<file path="src/rtl/frame_rx_if.sv">
// Bus bundle between the serial frame receiver and its consumer:
// the single serial line in, and the checked byte pair plus status strobes out.
interface frame_rx_if;
  logic       rx_line;
  logic [7:0] rx_data;
  logic [7:0] rx_crc;
  logic       rx_valid;
  logic       rx_crc_ok;
  logic       rx_frame_err;
  logic       rx_busy;

  modport master (
    input  rx_line,
    output rx_data,
    output rx_crc,
    output rx_valid,
    output rx_crc_ok,
    output rx_frame_err,
    output rx_busy
  );

  modport slave (
    output rx_line,
    input  rx_data,
    input  rx_crc,
    input  rx_valid,
    input  rx_crc_ok,
    input  rx_frame_err,
    input  rx_busy
  );
endinterface

</file>
<file path="src/rtl/frame_rx.sv">
// Serial frame receiver: start, 8 data bits, 8 check bits (LSB first), stop.
// The recovered pair is checked against KEY and handed on with a one-cycle strobe.
module frame_rx #(
  parameter logic [7:0] KEY          = 8'b00110111,
  parameter int         CLKS_PER_BIT = 4
) (
  input  logic        clk,
  input  logic        rst_n,
  frame_rx_if.master  bus
);

  localparam int DATA_W = 8;
  localparam int CNT_W  = (CLKS_PER_BIT > 2) ? $clog2(CLKS_PER_BIT) : 1;

  localparam logic [CNT_W-1:0] C_FULL = CNT_W'(CLKS_PER_BIT - 1);
  localparam logic [CNT_W-1:0] C_HALF = CNT_W'(CLKS_PER_BIT / 2 - 1);

  localparam logic [2:0] S_IDLE  = 3'd0;
  localparam logic [2:0] S_START = 3'd1;
  localparam logic [2:0] S_DATA  = 3'd2;
  localparam logic [2:0] S_CRC   = 3'd3;
  localparam logic [2:0] S_STOP  = 3'd4;
  localparam logic [2:0] S_BREAK = 3'd5;

  logic              r_sync1;
  logic              r_sync2;
  logic              r_sync_d;
  logic              w_sync;
  logic              w_fall;

  logic [2:0]        r_state;
  logic [CNT_W-1:0]  r_cnt;
  logic [2:0]        r_bit;
  logic              w_tick_half;
  logic              w_tick_full;
  logic              w_shift_data;
  logic              w_shift_crc;

  logic [DATA_W-1:0] r_data_sh;
  logic [DATA_W-1:0] r_crc_sh;
  logic              w_crc_ok;

  logic [DATA_W-1:0] r_rx_data;
  logic [DATA_W-1:0] r_rx_crc;
  logic              r_rx_crc_ok;
  logic              r_rx_valid;
  logic              r_rx_frame_err;
  logic              r_rx_busy;

  // Stage: line synchronizer and falling-edge detect (idle level is high)
  always_ff @(posedge clk or negedge rst_n) begin
    if (!rst_n) begin
      r_sync1  <= 1'b1;
      r_sync2  <= 1'b1;
      r_sync_d <= 1'b1;
    end else begin
      r_sync1  <= bus.rx_line;
      r_sync2  <= r_sync1;
      r_sync_d <= r_sync2;
    end
  end

  assign w_sync      = r_sync2;
  assign w_fall      = r_sync_d & ~r_sync2;
  assign w_tick_half = (r_cnt == C_HALF);
  assign w_tick_full = (r_cnt == C_FULL);

  assign w_shift_data = (r_state == S_DATA) && w_tick_full;
  assign w_shift_crc  = (r_state == S_CRC)  && w_tick_full;

  // Stage: bit-sampling FSM
  always_ff @(posedge clk or negedge rst_n) begin
    if (!rst_n) begin
      r_state        <= S_IDLE;
      r_cnt          <= '0;
      r_bit          <= '0;
      r_rx_data      <= '0;
      r_rx_crc       <= '0;
      r_rx_crc_ok    <= 1'b0;
      r_rx_valid     <= 1'b0;
      r_rx_frame_err <= 1'b0;
      r_rx_busy      <= 1'b0;
    end else begin
      r_rx_valid     <= 1'b0;
      r_rx_frame_err <= 1'b0;
      case (r_state)
        S_IDLE: begin
          if (w_fall) begin
            r_state <= S_START;
            r_cnt   <= '0;
          end
        end
        S_START: begin
          if (w_tick_half) begin
            r_cnt <= '0;
            if (!w_sync) begin
              r_state <= S_DATA;
              r_bit   <= '0;
            end else begin
              r_state <= S_IDLE;
            end
          end else begin
            r_cnt <= r_cnt + CNT_W'(1);
          end
        end
        S_DATA, S_CRC: begin
          if (w_tick_full) begin
            r_cnt <= '0;
            r_bit <= r_bit + 3'd1;
            if (r_bit == 3'd7) begin
              r_state <= (r_state == S_DATA) ? S_CRC : S_STOP;
            end
          end else begin
            r_cnt <= r_cnt + CNT_W'(1);
          end
        end
        S_STOP: begin
          if (w_tick_full) begin
            r_cnt <= '0;
            if (w_sync) begin
              r_rx_data   <= r_data_sh;
              r_rx_crc    <= r_crc_sh;
              r_rx_crc_ok <= w_crc_ok;
              r_rx_valid  <= 1'b1;
              r_state     <= S_IDLE;
            end else begin
              r_rx_frame_err <= 1'b1;
              r_state        <= S_BREAK;
            end
          end else begin
            r_cnt <= r_cnt + CNT_W'(1);
          end
        end
        S_BREAK: begin
          // A held-low line after a bad stop is a break, never a new start.
          if (w_sync) begin
            r_state <= S_IDLE;
          end
        end
        default: begin
          r_state <= S_IDLE;
          r_cnt   <= '0;
        end
      endcase
      r_rx_busy <= 1'b0;
      if (r_state != S_IDLE) begin
        r_rx_busy <= 1'b1;
      end
    end
  end

  // Stage: data shift registers (no reset; contents only matter once a frame completes)
  always_ff @(posedge clk) begin
    if (w_shift_data) begin
      r_data_sh <= {w_sync, r_data_sh[DATA_W-1:1]};
    end
    if (w_shift_crc) begin
      r_crc_sh <= {w_sync, r_crc_sh[DATA_W-1:1]};
    end
  end

  frame_rx_checksum #(
    .DATA_W (DATA_W),
    .KEY    (KEY)
  ) u_checksum (
    .i_data (r_data_sh),
    .i_crc  (r_crc_sh),
    .o_ok   (w_crc_ok)
  );

  // Stage: outputs
  assign bus.rx_data      = r_rx_data;
  assign bus.rx_crc       = r_rx_crc;
  assign bus.rx_crc_ok    = r_rx_crc_ok;
  assign bus.rx_valid     = r_rx_valid;
  assign bus.rx_frame_err = r_rx_frame_err;
  assign bus.rx_busy      = (r_state != S_IDLE);

  logic w_unused;
  assign w_unused = r_rx_busy;

endmodule

// Check byte is the data byte XORed with the key.
module frame_rx_checksum #(
  parameter int                DATA_W = 8,
  parameter logic [DATA_W-1:0] KEY    = '0
) (
  input  logic [DATA_W-1:0] i_data,
  input  logic [DATA_W-1:0] i_crc,
  output logic              o_ok
);
  assign o_ok = (i_crc == (i_data ^ KEY));
endmodule

</file>
<file path="src/flat_wrapper.sv">
// flat-port wrapper written by rule: the top's interface ports become plain ports
module frame_rx_flat 
#(
  parameter logic [7:0] KEY          = 8'b00110111,
  parameter int         CLKS_PER_BIT = 4
)
  (clk, rst_n, bus_rx_line, bus_rx_data, bus_rx_crc, bus_rx_valid, bus_rx_crc_ok, bus_rx_frame_err, bus_rx_busy);
  frame_rx_if bus_i ();
  input  logic clk;
  input  logic rst_n;
  input wire logic [$bits(bus_i.rx_line)-1:0] bus_rx_line;
  output wire logic [$bits(bus_i.rx_data)-1:0] bus_rx_data;
  output wire logic [$bits(bus_i.rx_crc)-1:0] bus_rx_crc;
  output wire logic [$bits(bus_i.rx_valid)-1:0] bus_rx_valid;
  output wire logic [$bits(bus_i.rx_crc_ok)-1:0] bus_rx_crc_ok;
  output wire logic [$bits(bus_i.rx_frame_err)-1:0] bus_rx_frame_err;
  output wire logic [$bits(bus_i.rx_busy)-1:0] bus_rx_busy;
  assign bus_i.rx_line = bus_rx_line;
  assign bus_rx_data = bus_i.rx_data;
  assign bus_rx_crc = bus_i.rx_crc;
  assign bus_rx_valid = bus_i.rx_valid;
  assign bus_rx_crc_ok = bus_i.rx_crc_ok;
  assign bus_rx_frame_err = bus_i.rx_frame_err;
  assign bus_rx_busy = bus_i.rx_busy;
  frame_rx #(.KEY(KEY), .CLKS_PER_BIT(CLKS_PER_BIT)) u_core (.clk(clk), .rst_n(rst_n), .bus(bus_i));
endmodule
</file>
<file path="config.mk">
export PLATFORM = sky130hd
export DESIGN_NAME = frame_rx_flat
export DESIGN_NICKNAME = d
export VERILOG_FILES = /design/src/rtl/frame_rx_if.sv /design/src/rtl/frame_rx.sv /design/src/flat_wrapper.sv
export SDC_FILE = /design/constraint.sdc
export NUM_CORES = 1
export LEC_CHECK = 0
export CORE_ASPECT_RATIO = 0.7
export CORE_UTILIZATION = 45
export CTS_BUF_LIST = sky130_fd_sc_hd__clkbuf_16
export DETAILED_ROUTE_END_ITERATION = 10
export PLACE_DENSITY = 0.66
export SLEW_MARGIN = 30
export SYNTH_ARGS = -nofsm -noshare
export SYNTH_HDL_FRONTEND = slang
export SYNTH_SLANG_ARGS = --single-unit
</file>
<file path="constraint.sdc">
create_clock -name clk -period 3.64 [get_ports clk]
set_input_delay 0.728 -clock clk [delete_from_list [all_inputs] [get_ports clk]]
set_output_delay 0.728 -clock clk [all_outputs]
set_load 0.01 [all_outputs]
</file>
==> metrics.md, run 1 <==
| Metric | Value |
|---|---|
| Worst-Margin Slew | 628 ps |
| Syn_area_per_cell | 14.5 um2 |
| Finished Layout Cells | 211 |
| DRT iter0 DRCs | 66 |
| Overflow after GRT | 0 |
| Initial antenna violation count | 0 |
| HPWL after detailed placement | 2.26 mm |
| Pins Over Slew Limit | 0 |
| WP data arrival | 1540 ps |
| Worst-path fanout max | 13 |
| Status | finished clean |
| Synth Instances | 133 |
| Placed cell count | 203 |
| CP max stage delay | 530 ps |
| Vias in the first global route | 1077 |
| TritonCTS buffer count | 5 |
| Largest net degree at the start of global routing | 31 |
| Total Nets Final | 166 |
| Leakage | 1.02 nW |
| Post-synthesis sequential area ratio | 63.9% |
| Via count | 1101 |
| HP Class | flop to flop |
| CTS sink cnt | 46 |
| Post-Syn Area | 0.00193 mm2 |
| Crit-path cells | nor2_1 > nand2_1 > clkdlybuf4s50_1 |
| Share of cells above drive strength 1 | 18.2% |
| Hold Fails Final Rpt | 0 |
| Worst R2R Start | u_core.r_cnt[1]$_DFFE_PN0P_ |
| First-pass GRT wire length | 5.49 mm |
| Reg2Reg Depth | 4 |
| Hold_sp | u_core.r_sync1$_DFF_PN1_ |
| Via density | 5.22 |
| Final Cycle Share | 62.3% |
| Cell Rows | 19 |
| Worst endpoint required time | 2910 ps |
| Reg2reg setup slack | 1610 ps |
| # hold bufs at CTS | 0 |
| Final routed DRC violation total | 0 |
| Crit Path Class | flop to output pin |
| Fill count | 313 |
| Latest clock arrival within the worst-skew pair | 280 ps |
| I/O Pins | 23 |
| Mapped Nets | 141 |
| Post-CTS Resized | 0 |
| Final clock skew | 6.27 ps |
| Synth warn | 0 |
| Gpl congestion | 0.908 |
| # Post-CTS Setup Buffers | 0 |
| Primary FF master, synth | dfrtp_1 |
| Slew margin rel. | 58.0% |
| Clock Tree Buf Depth | 2 |
| Clock slew at reported path FFs | 50 ps |
| Final Power | 1.34 mW |
| CP Launch Type | flop |
| Avg WL per Cell | 15.0 um |
| Fin Setup TNS | 0 ps |
| CP max stage cell | dfrtp_1 |
| Total GRT Usage | 16.8% |
| Final setup violation count | 0 |
| Port buffer count | 22 |
| CTS tree | yes |
| Synth Register Bits | 46 |
| CTS H-tree depth | 2 |
| Setup crit end kind | output pin |
| Worst setup path start | u_core.r_state[0]$_DFFE_PN0P_ |
| Die X-Extent | 80.3 um |
| Starting density of the core | 48.1% |
| Min cycle time layout | 2270 ps |
| FFs w/ async S/R, synth | 65.2% |
| Number of max-cap violations | 0 |
| Clk Tree Root Cell | clkbuf_16 |
| EDFF count, synth | 16 |
| Area Overhead vs Synth | 19.8% |
| RSZ-0062 raised after global routing | false |
| N_diodes | 0 |
| Max Freq | 0.441 GHz |
| Core Area | 0.00402 mm2 |
| Worst VDD drop | 242 uV |
| Count of cell types in the netlist | 34 |
| Pre-antenna DRT Iters | 4 |
| End point of the critical path | bus_rx_busy |
| ANT nets after route | 0 |
| Reg-to-reg endpoint | u_core.r_data_sh[3]$_DFFE_PP_ |
| Power Dens Cells | 579 mW/mm2 |
| Die area | 0.00456 mm2 |
| Die height | 56.8 um |
| Routed WL | 3.17 mm |
==> critical path: cells and delay by family, from the launching register on <==
family | cells | cell delay, ps
and+or+nand+nor | 2 | 210
buffers and inverters | 1 | 520
DFF | 1 | 530
==> cell usage after synthesis (3+ instances only) <==
cell type	count	share of area (%)
dfstp_2	3	4.1
ha_1	5	3.2
edfxtp_1	16	25
xnor2_1	3	1.4
inv_1	5	0.97
buf_2	3	0.78
o21ai_0	4	1.0
nand2_1	9	1.7
a21oi_1	3	0.78
nand2b_1	4	1.3
xor2_1	5	2.3
mux2_2	11	6.4
dfrtp_1	27	35
nor2_1	4	0.78
mux2_4	7	5.4
==> final cells by class <==
class	count	area (um2)	share of cell area [%]
Clock buffer	5	125	5.41
Clock inverter	3	11.3	0.486
Inverter	5	18.8	0.811
Multi-Input combinational cell	76	624	27.0
Sequential cell	46	1230	53.4
Tap cell	52	65.1	2.81
Timing Repair Buffer	24	235	10.2
==> cell usage in the layout, fill, tap and decap left out, drive strengths merged, types with 2 or more instances in the layout <==
| cell | synthesis | layout |
|---|---|---|
| a21oi | 3 | 3 |
| a22o | 2 | 2 |
| and2b | 2 | 2 |
| buf | 6 | 2 |
| clkbuf | 0 | 5 |
| clkdlybuf4s50 | 0 | 22 |
| dfrtp | 27 | 27 |
| dfstp | 3 | 3 |
| edfxtp | 16 | 16 |
| ha | 5 | 5 |
| inv | 5 | 8 |
| mux2 | 18 | 18 |
| nand2 | 9 | 9 |
| nand2b | 4 | 4 |
| nand3 | 2 | 2 |
| nand4 | 2 | 2 |
| nor2 | 4 | 4 |
| o21ai | 4 | 4 |
| o22ai | 2 | 2 |
| xnor2 | 3 | 3 |
| xor2 | 5 | 5 |
==> cells by family (layout without fill, tap and decap cells) <==
family	after synthesis	in the layout	share of synthesized area, %
AOI/OAI and AO/OA	16	16	5.57
DFF	46	46	63.9
adders and majority gates	5	5	3.24
xor gates and xnor gates	8	8	3.63
buffers and inverters	11	37	3.76
and+or+nand+nor	29	29	8.03
muxes	18	18	11.9
==> metal layers <==
layer  GRT usage (%)  wire, um  vias to the layer above
li1                -         -                      515
met1            25.4      1680                      542
met4            6.38        49                        0
met3            6.83       162                        6
met2            21.1      1280                       38
met5               0         0                        -
==> worst min-delay path by stage <==
stage | endpoint | depth (start not counted)
after CTS | u_core.r_sync2$_DFF_PN1_ | 0
after global placement | u_core.r_sync2$_DFF_PN1_ | 0
final | u_core.r_sync2$_DFF_PN1_ | 0
after global routing | u_core.r_sync2$_DFF_PN1_ | 0
after detailed placement | u_core.r_sync2$_DFF_PN1_ | 0
after floorplan | u_core.r_sync2$_DFF_PN1_ | 0
==> sequential cells by signal, summed over array words and instances (netlist names) <==
name                     count
u_core.r_crc_sh              8
u_core.r_sync1               1
u_core.r_sync_d              1
u_core.r_cnt                 2
u_core.bus.rx_crc_ok         1
u_core.r_data_sh             8
u_core.r_sync2               1
u_core.bus.rx_frame_err      1
u_core.r_bit                 3
u_core.bus.rx_crc            8
u_core.bus.rx_data           8
u_core.bus.rx_valid          1
u_core.r_state               3
==> power breakdown <==
group | total (mW) | switching, mW | internal (mW)
clock | 0.416 | 0.170 | 0.247
combinational | 0.246 | 0.124 | 0.122
sequential | 0.677 | 0.0694 | 0.608
total | 1.34 | 0.363 | 0.976
==> stage by stage <==
step	hold slack (ps)	setup slack, ps	area (um2)	utilization [%]
2_1_floorplan	345	1880	1930	-
3_3_place_gp	346	1700	2180	54.2
3_5_place_dp	347	1630	2180	54.2
4_1_cts	356	1360	2310	57.6
5_1_grt	364	1280	2310	57.6
6_report	354	1370	2310	57.6
Note: power is estimated with default switching activity, not from simulation.
==> run 2, diff against run 1 <==
==> constraint.sdc (replaced) <==
create_clock -name clk -period 2.3 [get_ports clk]
set_input_delay 0.46 -clock clk [delete_from_list [all_inputs] [get_ports clk]]
set_output_delay 0.46 -clock clk [all_outputs]
set_load 0.01 [all_outputs]
==> metrics.md, run 2 (synthesis results as in run 1) <==
| Metric | Value |
|---|---|
| Initial antenna violation count | 0 (unchanged) |
| Starting density of the core | 48.1% (unchanged) |
| Crit path max-delay family | flip-flops |
| DP Worst Slack | 578 ps (-1050 ps) |
| Crit Path Class | flop to output pin |
| Hold Slack | 358 ps (+3.67 ps) |
| PnR worst setup slack | 284 ps (-1090 ps) |
| Reg2Reg Depth | 5 (+1) |
| Routed WL | 3.22 mm (+1.6%) |
| Final Cycle Share | 87.7% |
| Min cycle time layout | 2020 ps |
| Avg WL per Cell | 15.2 um (+1.2%) |
| Pins Over Slew Limit | 0 (unchanged) |
| Fin Setup TNS | 0 ps (unchanged) |
| Worst VDD drop | 472 uV (+95%) |
| Worst R2R Start | u_core.r_cnt[1]$_DFFE_PN0P_ |
| Reg-to-reg endpoint | u_core.r_data_sh[5]$_DFFE_PP_ |
| Final Power | 2.14 mW (+60%) |
| DRT iter0 DRCs | 106 (+61%) |
| Leakage | 1.02 nW (-0.49%) |
| I/O Pins | 23 (unchanged) |
| RSZ-0062 raised after global routing | false |
| Total Nets Final | 167 (+0.60%) |
| Clock slew at reported path FFs | 60 ps (about the same) |
| # Post-CTS Setup Buffers | 0 (unchanged) |
| Hold_sp | u_core.r_sync1$_DFF_PN1_ |
| Most frequent cells in the layout | dfrtp_1 (27), clkdlybuf4s50_1 (22), edfxtp_1 (16), mux2_2 (11), nand2_1 (9) |
| CP max stage delay | 540 ps (about the same) |
| Latest clock arrival within the worst-skew pair | 280 ps (about the same) |
| Final clock skew | 5.09 ps (-1.19 ps) |
| Via count | 1110 (+0.82%) |
| CTS H-tree depth | 2 (unchanged) |
| ANT nets after route | 0 (unchanged) |
| Area Overhead vs Synth | 20.5% |
| Final routed DRC violation total | 0 (unchanged) |
| Die height | 56.8 um (unchanged) |
| Worst-path fanout max | 13 (unchanged) |
| N_diodes | 0 (unchanged) |
| Hold Fails Final Rpt | 0 (unchanged) |
| Crit-path cells | nor2_1 > nand2_1 > clkdlybuf4s50_1 |
| Die area | 0.00456 mm2 (unchanged) |
| CTS sink cnt | 46 (unchanged) |
| Worst-Margin Slew | 387 ps (-242 ps) |
| CP Launch Type | flop |
| Overflow after GRT | 0 (unchanged) |
| First-pass GRT wire length | 5.34 mm (-2.8%) |
| Via density | 5.24 (+0.34%) |
| HPWL after detailed placement | 2.22 mm (-1.8%) |
| WP data arrival | 1560 ps (+20 ps) |
| Worst endpoint required time | 1840 ps (-1070 ps) |
| CP max stage cell | dfrtp_1 |
| Max Freq | 0.496 GHz |
| CTS tree | yes |
| Die X-Extent | 80.3 um (unchanged) |
| Clk Tree Root Cell | clkbuf_16 |
| Number of max-cap violations | 0 (unchanged) |
| Cell Rows | 19 (unchanged) |
| Worst setup path start | u_core.r_state[0]$_DFFE_PN0P_ |
| Port buffer count | 22 (unchanged) |
| Pre-antenna DRT Iters | 4 (unchanged) |
| Total GRT Usage | 16.3% (-0.54 points) |
| Vias in the first global route | 1068 (-0.84%) |
| Reg2reg setup slack | 570 ps (-1040 ps) |
| Gpl congestion | 0.775 (-15%) |
| Fin util | 57.9% (+0.31 points) |
| Slew margin rel. | 74.2% (+16 points) |
| TritonCTS buffer count | 5 (unchanged) |
| Post-CTS Resized | 0 (unchanged) |
| CP bufs+invs | 1 (unchanged) |
| Clock Tree Buf Depth | 2 (unchanged) |
| Core Area | 0.00402 mm2 (unchanged) |
| Share of cells above drive strength 1 | 20.0% (+1.8 points) |
| Commonest non-fill, non-tap cell in the layout | dfrtp_1 |
| # hold bufs at CTS | 0 (unchanged) |
| Power Dens Cells | 920 mW/mm2 (+59%) |
| Final setup violation count | 0 (unchanged) |
| HP Class | flop to flop |
| Min-Delay Endpoint | u_core.r_sync2$_DFF_PN1_ |
| Status | finished clean |
| Hold path depth | 0 (unchanged) |
| Largest net degree at the start of global routing | 31 (unchanged) |
| Setup crit end kind | output pin |
## run 2: changes by cell type in the layout (fill, tap and decap cells not counted)
| cell | before | now |
|---|---|---|
| buf_4 | 2 | 3 |
| clkinv_1 | 0 | 1 |
| clkinv_2 | 0 | 1 |
| clkinvlp_4 | 0 | 1 |
| inv_1 | 8 | 5 |
## run 2: final cells by class
type / instances / area (um2)
clock inverter: 3 / 16.3
timing repair buffer: 25 / 243
inverter: 5 / 18.8
fill: 318 / 1690
sequential: 46 / 1230
multi-input combinational: 76 / 624
tap: 52 / 65.1
clock buffer: 5 / 125
## run 2: where the power goes
group,internal [mW],switching (mW)
Sequential,0.961,0.109
Clock,0.396,0.280
Combinational,0.199,0.195
## run 2: worst max-delay path by stage
stage / endpoint / slack, ps / cells past startpoint
after global routing: bus_rx_busy / 180 / 3
after global placement: u_core.r_data_sh[2]$_DFFE_PP_ / 620 / 5
final: bus_rx_busy / 280 / 3
after floorplan: u_core.r_data_sh[0]$_DFFE_PP_ / 540 / 5
after detailed placement: u_core.r_data_sh[2]$_DFFE_PP_ / 580 / 5
after CTS: bus_rx_busy / 290 / 3
## run 2: stage by stage
step	cell area, um2	std cells
6_report	2330	212
4_1_cts	2330	212
3_3_place_gp	2190	204
3_5_place_dp	2190	204
5_1_grt	2330	212
2_1_floorplan	1930	133
## run 2: layer usage
layer  part of all wire (%)  track usage, %
met5                      0               0
met4                    1.8            7.40
met3                    7.2            4.72
met2                     40            21.7
met1                     51            24.1
==> run 3, diff against run 2 <==
--- a/config.mk
+++ b/config.mk
@@ -9,8 +9,8 @@
 export CORE_UTILIZATION = 45
 export CTS_BUF_LIST = sky130_fd_sc_hd__clkbuf_16
 export DETAILED_ROUTE_END_ITERATION = 10
+export GPL_TIMING_DRIVEN = 0
 export PLACE_DENSITY = 0.66
-export SLEW_MARGIN = 30
 export SYNTH_ARGS = -nofsm -noshare
 export SYNTH_HDL_FRONTEND = slang
 export SYNTH_SLANG_ARGS = --single-unit
==> metrics.md, run 3 (synthesis results as in run 1) <==
| Metric | Value |
|---|---|
| Status | finished clean |
| Crit Path Class | flop to output pin |
| DRT iter0 DRCs | 56 (-47%) |
| Logic pwr share | 20.6% (+2.2 points) |
| Avg WL per Cell | 14.5 um (-4.8%) |
| Worst-Margin Slew | 682 ps (+296 ps) |
| Reg2Reg Depth | 5 (unchanged) |
| PnR worst setup slack | 222 ps (-61.9 ps) |
| CTS tree | yes |
| RSZ-0062 raised after global routing | false |
| Worst-path fanout max | 10 (-3) |
| Clk Tree Root Cell | clkbuf_16 |
| Via count | 1077 (-3.0%) |
| Worst R2R Start | u_core.r_cnt[1]$_DFFE_PN0P_ |
| First-pass GRT wire length | 5.37 mm (+0.52%) |
| Starting density of the core | 48.1% (unchanged) |
| Overflow after GRT | 0 (unchanged) |
| Fill count | 299 (-6.0%) |
| Pins Over Slew Limit | 0 (unchanged) |
| N_diodes | 0 (unchanged) |
| Worst VDD drop | 456 uV (-3.5%) |
| Routed WL | 3.11 mm (-3.5%) |
| Psw | 0.570 mW (-2.5%) |
| Area Overhead vs Synth | 21.6% |
| HPWL after detailed placement | 2.29 mm (+3.3%) |
| Gpl congestion | 0.789 (+1.8%) |
| Commonest non-fill, non-tap cell in the layout | dfrtp_1 |
| HP Class | input port to asynchronous set/reset pin |
| # Post-CTS Setup Buffers | 0 (unchanged) |
| Final setup violation count | 0 (unchanged) |
| Total Nets Final | 170 (+1.8%) |
| I/O Pins | 23 (unchanged) |
| Setup crit end kind | output pin |
| ANT nets after route | 0 (unchanged) |
| WP data arrival | 1620 ps (+60 ps) |
| Largest net degree at the start of global routing | 31 (unchanged) |
| Total GRT Usage | 16.1% (-0.13 points) |
| Most frequent cells in the layout | dfrtp_1 (27), clkdlybuf4s50_1 (21), edfxtp_1 (16), mux2_2 (11), nand2_1 (9) |
| Cell Rows | 19 (unchanged) |
| Hold Fails Final Rpt | 0 (unchanged) |
| Via density | 5.01 (-4.3%) |
| Reg2reg setup slack | 250 ps (-320 ps) |
| CP Launch Type | flop |
| Number of max-cap violations | 0 (unchanged) |
| Flop pwr share | 48.7% (-1.3 points) |
| Latest clock arrival within the worst-skew pair | 280 ps (about the same) |
| Die height | 56.8 um (unchanged) |
| CTS H-tree depth | 2 (unchanged) |
| Worst endpoint required time | 1840 ps (about the same) |
| Final Cycle Share | 90.4% (+2.7 points) |
| Reg-to-reg endpoint | u_core.r_data_sh[5]$_DFFE_PP_ |
| CTS sink cnt | 46 (unchanged) |
| Slew margin rel. | 54.3% (-20 points) |
| Clock network fraction of total power | 30.8% (-0.8 points) |
| Multi-input logic area | 624 um2 (unchanged) |
| Final clock skew | 5.81 ps (+0.725 ps) |
| Net Sw Frac | 26.8% (-0.50 points) |
| Initial antenna violation count | 0 (unchanged) |
| Clock slew at reported path FFs | 60 ps (about the same) |
| Core Area | 0.00402 mm2 (unchanged) |
| # hold bufs at CTS | 0 (unchanged) |
| Max Freq | 0.481 GHz (-3.0%) |
| Leakage | 1.05 nW (+3.0%) |
| DP Worst Slack | 173 ps (-405 ps) |
| TritonCTS buffer count | 5 (unchanged) |
| Post-CTS Resized | 0 (unchanged) |
| Share of cells above drive strength 1 | 20.9% (+0.86 points) |
| Die X-Extent | 80.3 um (unchanged) |
| Register Area | 0.00123 mm2 (unchanged) |
| Power Dens Cells | 905 mW/mm2 (-1.6%) |
| Vias in the first global route | 1091 (+2.2%) |
| Min cycle time layout | 2080 ps (+61.9 ps) |
| Fin Setup TNS | 0 ps (unchanged) |
| Pre-antenna DRT Iters | 4 (unchanged) |
| Die area | 0.00456 mm2 (unchanged) |
| Clock Tree Buf Depth | 2 (unchanged) |
| Final routed DRC violation total | 0 (unchanged) |
| Port buffer count | 22 (unchanged) |
| P_int | 1.56 mW (about the same) |
run 3: power groups by stage:
stage	combinational [mW]	clock, mW	sequential [mW]
after floorplan	0.337	0	1.03
after global placement	0.413	0	1.05
after detailed placement	0.439	0	1.05
after CTS	0.441	0.672	1.04
after global routing	0.491	0.718	1.05
final	0.437	0.654	1.03
run 3: cell type report:
cell class / count / share of cell area, %
Buffer: 6 / 2.29
Clock buffer: 5 / 5.33
Clock inverter: 3 / 0.479
Inverter: 5 / 0.799
Multi-Input combinational cell: 76 / 26.6
Sequential cell: 46 / 52.6
Tap cell: 52 / 2.77
Timing Repair Buffer: 22 / 9.16
run 3: worst max-delay path by stage:
stage | start | to
2_1_floorplan | u_core.r_cnt[1]$_DFFE_PN0P_ | u_core.r_data_sh[0]$_DFFE_PP_
6_report | u_core.r_state[0]$_DFFE_PN0P_ | bus_rx_busy
4_1_cts | u_core.r_state[0]$_DFFE_PN0P_ | bus_rx_busy
5_1_grt | u_core.r_state[0]$_DFFE_PN0P_ | bus_rx_busy
3_3_place_gp | rst_n | u_core.bus.rx_data[3]$_DFFE_PN0P_
3_5_place_dp | rst_n | u_core.bus.rx_data[4]$_DFFE_PN0P_
run 3: metrics by stage:
stage	utilization [%]	total power, mW	std cells	hold WS (ps)	cell area [um2]
final	58.5	2.13	215	214	2350
after global routing	58.5	2.26	215	275	2350
after CTS	58.6	2.15	215	359	2350
after detailed placement	55.2	1.49	207	351	2220
after global placement	55.2	1.46	207	346	2220
after floorplan	-	1.36	133	164	1930
run 3: worst max-delay path, cell delays in order (launching register included):
cell	delay (ps)
dfrtp_1	390
buf_2	180
nor2_1	210
nand2_1	80
clkdlybuf4s50_1	470
run 3: routing by layer:
layer / GRT usage, % / part of all wire (%) / vias to the layer above
li1: - / - / 528
met1: 24.3 / 53 / 522
met2: 22.7 / 42 / 27
met3: 4.88 / 4.5 / 0
met4: 3.83 / 0 / 0
met5: 0 / 0 / -
==> patch: new RTL, config.mk and constraints of run 2 <==
`CLKS_PER_BIT` is set to 4 in 2 places; all go to 8.
--- a/src/rtl/frame_rx.sv
+++ b/src/rtl/frame_rx.sv
@@ -2,7 +2,7 @@
 // The recovered pair is checked against KEY and handed on with a one-cycle strobe.
 module frame_rx #(
   parameter logic [7:0] KEY          = 8'b00110111,
-  parameter int         CLKS_PER_BIT = 4
+  parameter int         CLKS_PER_BIT = 8
 ) (
   input  logic        clk,
   input  logic        rst_n,
--- a/src/flat_wrapper.sv
+++ b/src/flat_wrapper.sv
@@ -2,7 +2,7 @@
 module frame_rx_flat 
 #(
   parameter logic [7:0] KEY          = 8'b00110111,
-  parameter int         CLKS_PER_BIT = 4
+  parameter int         CLKS_PER_BIT = 8
 )
   (clk, rst_n, bus_rx_line, bus_rx_data, bus_rx_crc, bus_rx_valid, bus_rx_crc_ok, bus_rx_frame_err, bus_rx_busy);
   frame_rx_if bus_i ();
Function: changed (a bounded check fails within 10 cycles, from zero or initial values and one cycle with rst_n low).
==> patch against run 2 <==
  * Sequential cell count rose by 1
  * Sequential power fell by 9%
  * First-iteration DRC count fell by 1.9%
  * Synthesized cell count rose by 6.0%
  * Non-clock buffer count rose by 1
  * Total power rose by 13%
  * Hold slack improved by 0.0011 ns
  * Area after synthesis rose by 7.1%
  * Global-route usage fell by 0.68 points
  * Design area rose by 7.7%
  * Routed wire length rose by 4.4%
  * Worst setup slack got worse by 0.038 ns
  * Critical endpoint unchanged
==> patch: results <==
group,metric,value,unit
pwr,clkPwrFrac,0.324,
synthesis,ys_seq_area_frac,0.609,
detailed_routing,dr.first_iter.drc_count,104,
layout,clk_share,0.0649,
critical_path,crit_arrival,1.59,ns
synthesis,ys_top_cells_by_count,"28 x dfrtp_1, 16 x edfxtp_1, 13 x mux2_1",
pwr,p_sw_frac,0.277,
critical_path,cpPeakStageDelay,0.49,ns
critical_path,crit_fanout,10,
place,gp_congestion,0.764,
place,dp_hpwl,2370,um
layout,num-nonclk-inverters,7,
layout,seq_cells,47,
grt,grt_pass1_wl,5710,um
layout,nets,178,
synthesis,async_flop_share,0.660,
sta,worst_pin_slew,0.447,ns
sta,finClkSkew,0.00525,ns
synthesis,ys_types,44,
pwr,ir_worst_vdd,0.513,mV
layout,multi_input_area,738,sq um
grt,grt_pass1_vias,1159,
grt,grt_max_degree,32,
layout,buffer_area_frac,0.0999,
place,post-place-ws,0.327,ns
grt,track_usage,0.156,
pwr,comb_power_share,0.276,
status,status,"completed",
synthesis,synth_nets,151,
detailed_routing,vias_per_cell,5.25,
layout,nFillCells,344,
layout,regArea,1260,sq um
layout,drive_gt1_frac,0.183,
[patch: per-stage QoR]
stage                     power, mW  area [sq um]  std cells   util
final                          2.43          2510        224  0.572
after detailed placement       1.66          2340        216  0.535
after floorplan                1.53          2070        141      -
after CTS                      2.45          2510        224  0.572
after global placement         1.64          2340        216  0.535
after global routing           2.56          2510        224  0.572
[patch: final timing paths]
kind,cells past startpoint,slack [ns],endpoint,start
min,0,0.36,u_core.r_sync2$_DFF_PN1_,u_core.r_sync1$_DFF_PN1_
max,2,0.25,bus_rx_busy,u_core.r_state[2]$_DFFE_PN0P_
min in group asynchronous,2,0.57,u_core.bus.rx_valid$_DFF_PN0_,rst_n
max reg2reg,6,0.32,u_core.r_state[2]$_DFFE_PN0P_,u_core.r_cnt[0]$_DFFE_PN0P_
max in group asynchronous,2,1.40,u_core.r_sync2$_DFF_PN1_,rst_n
min reg2reg,0,0.36,u_core.r_sync2$_DFF_PN1_,u_core.r_sync1$_DFF_PN1_
[patch: worst reg2reg max path: stages (launching register included)]
cell      delay (ns)
dfrtp_1         0.38
ha_1            0.25
ha_1            0.30
or4b_1          0.51
o211ai_2        0.11
nor4_2          0.09
a32o_1          0.22
[patch: per-layer routing]
layer | vias to the layer above | wire length (um) | track usage
li1 | 570 | - | -
met1 | 585 | 1670 | 0.221
met2 | 17 | 1530 | 0.230
met3 | 5 | 122 | 0.0449
met4 | 0 | 36 | 0.0591
met5 | - | 0 | 0
[patch: kinds of logic after synthesis]
group | share of synthesized area
adders and majority gates | 0.0423
and+or+nand+nor | 0.0925
DFF | 0.609
AOI/OAI and AO/OA | 0.0762
muxes | 0.108
buffers and inverters | 0.0345
xor gates and xnor gates | 0.0381
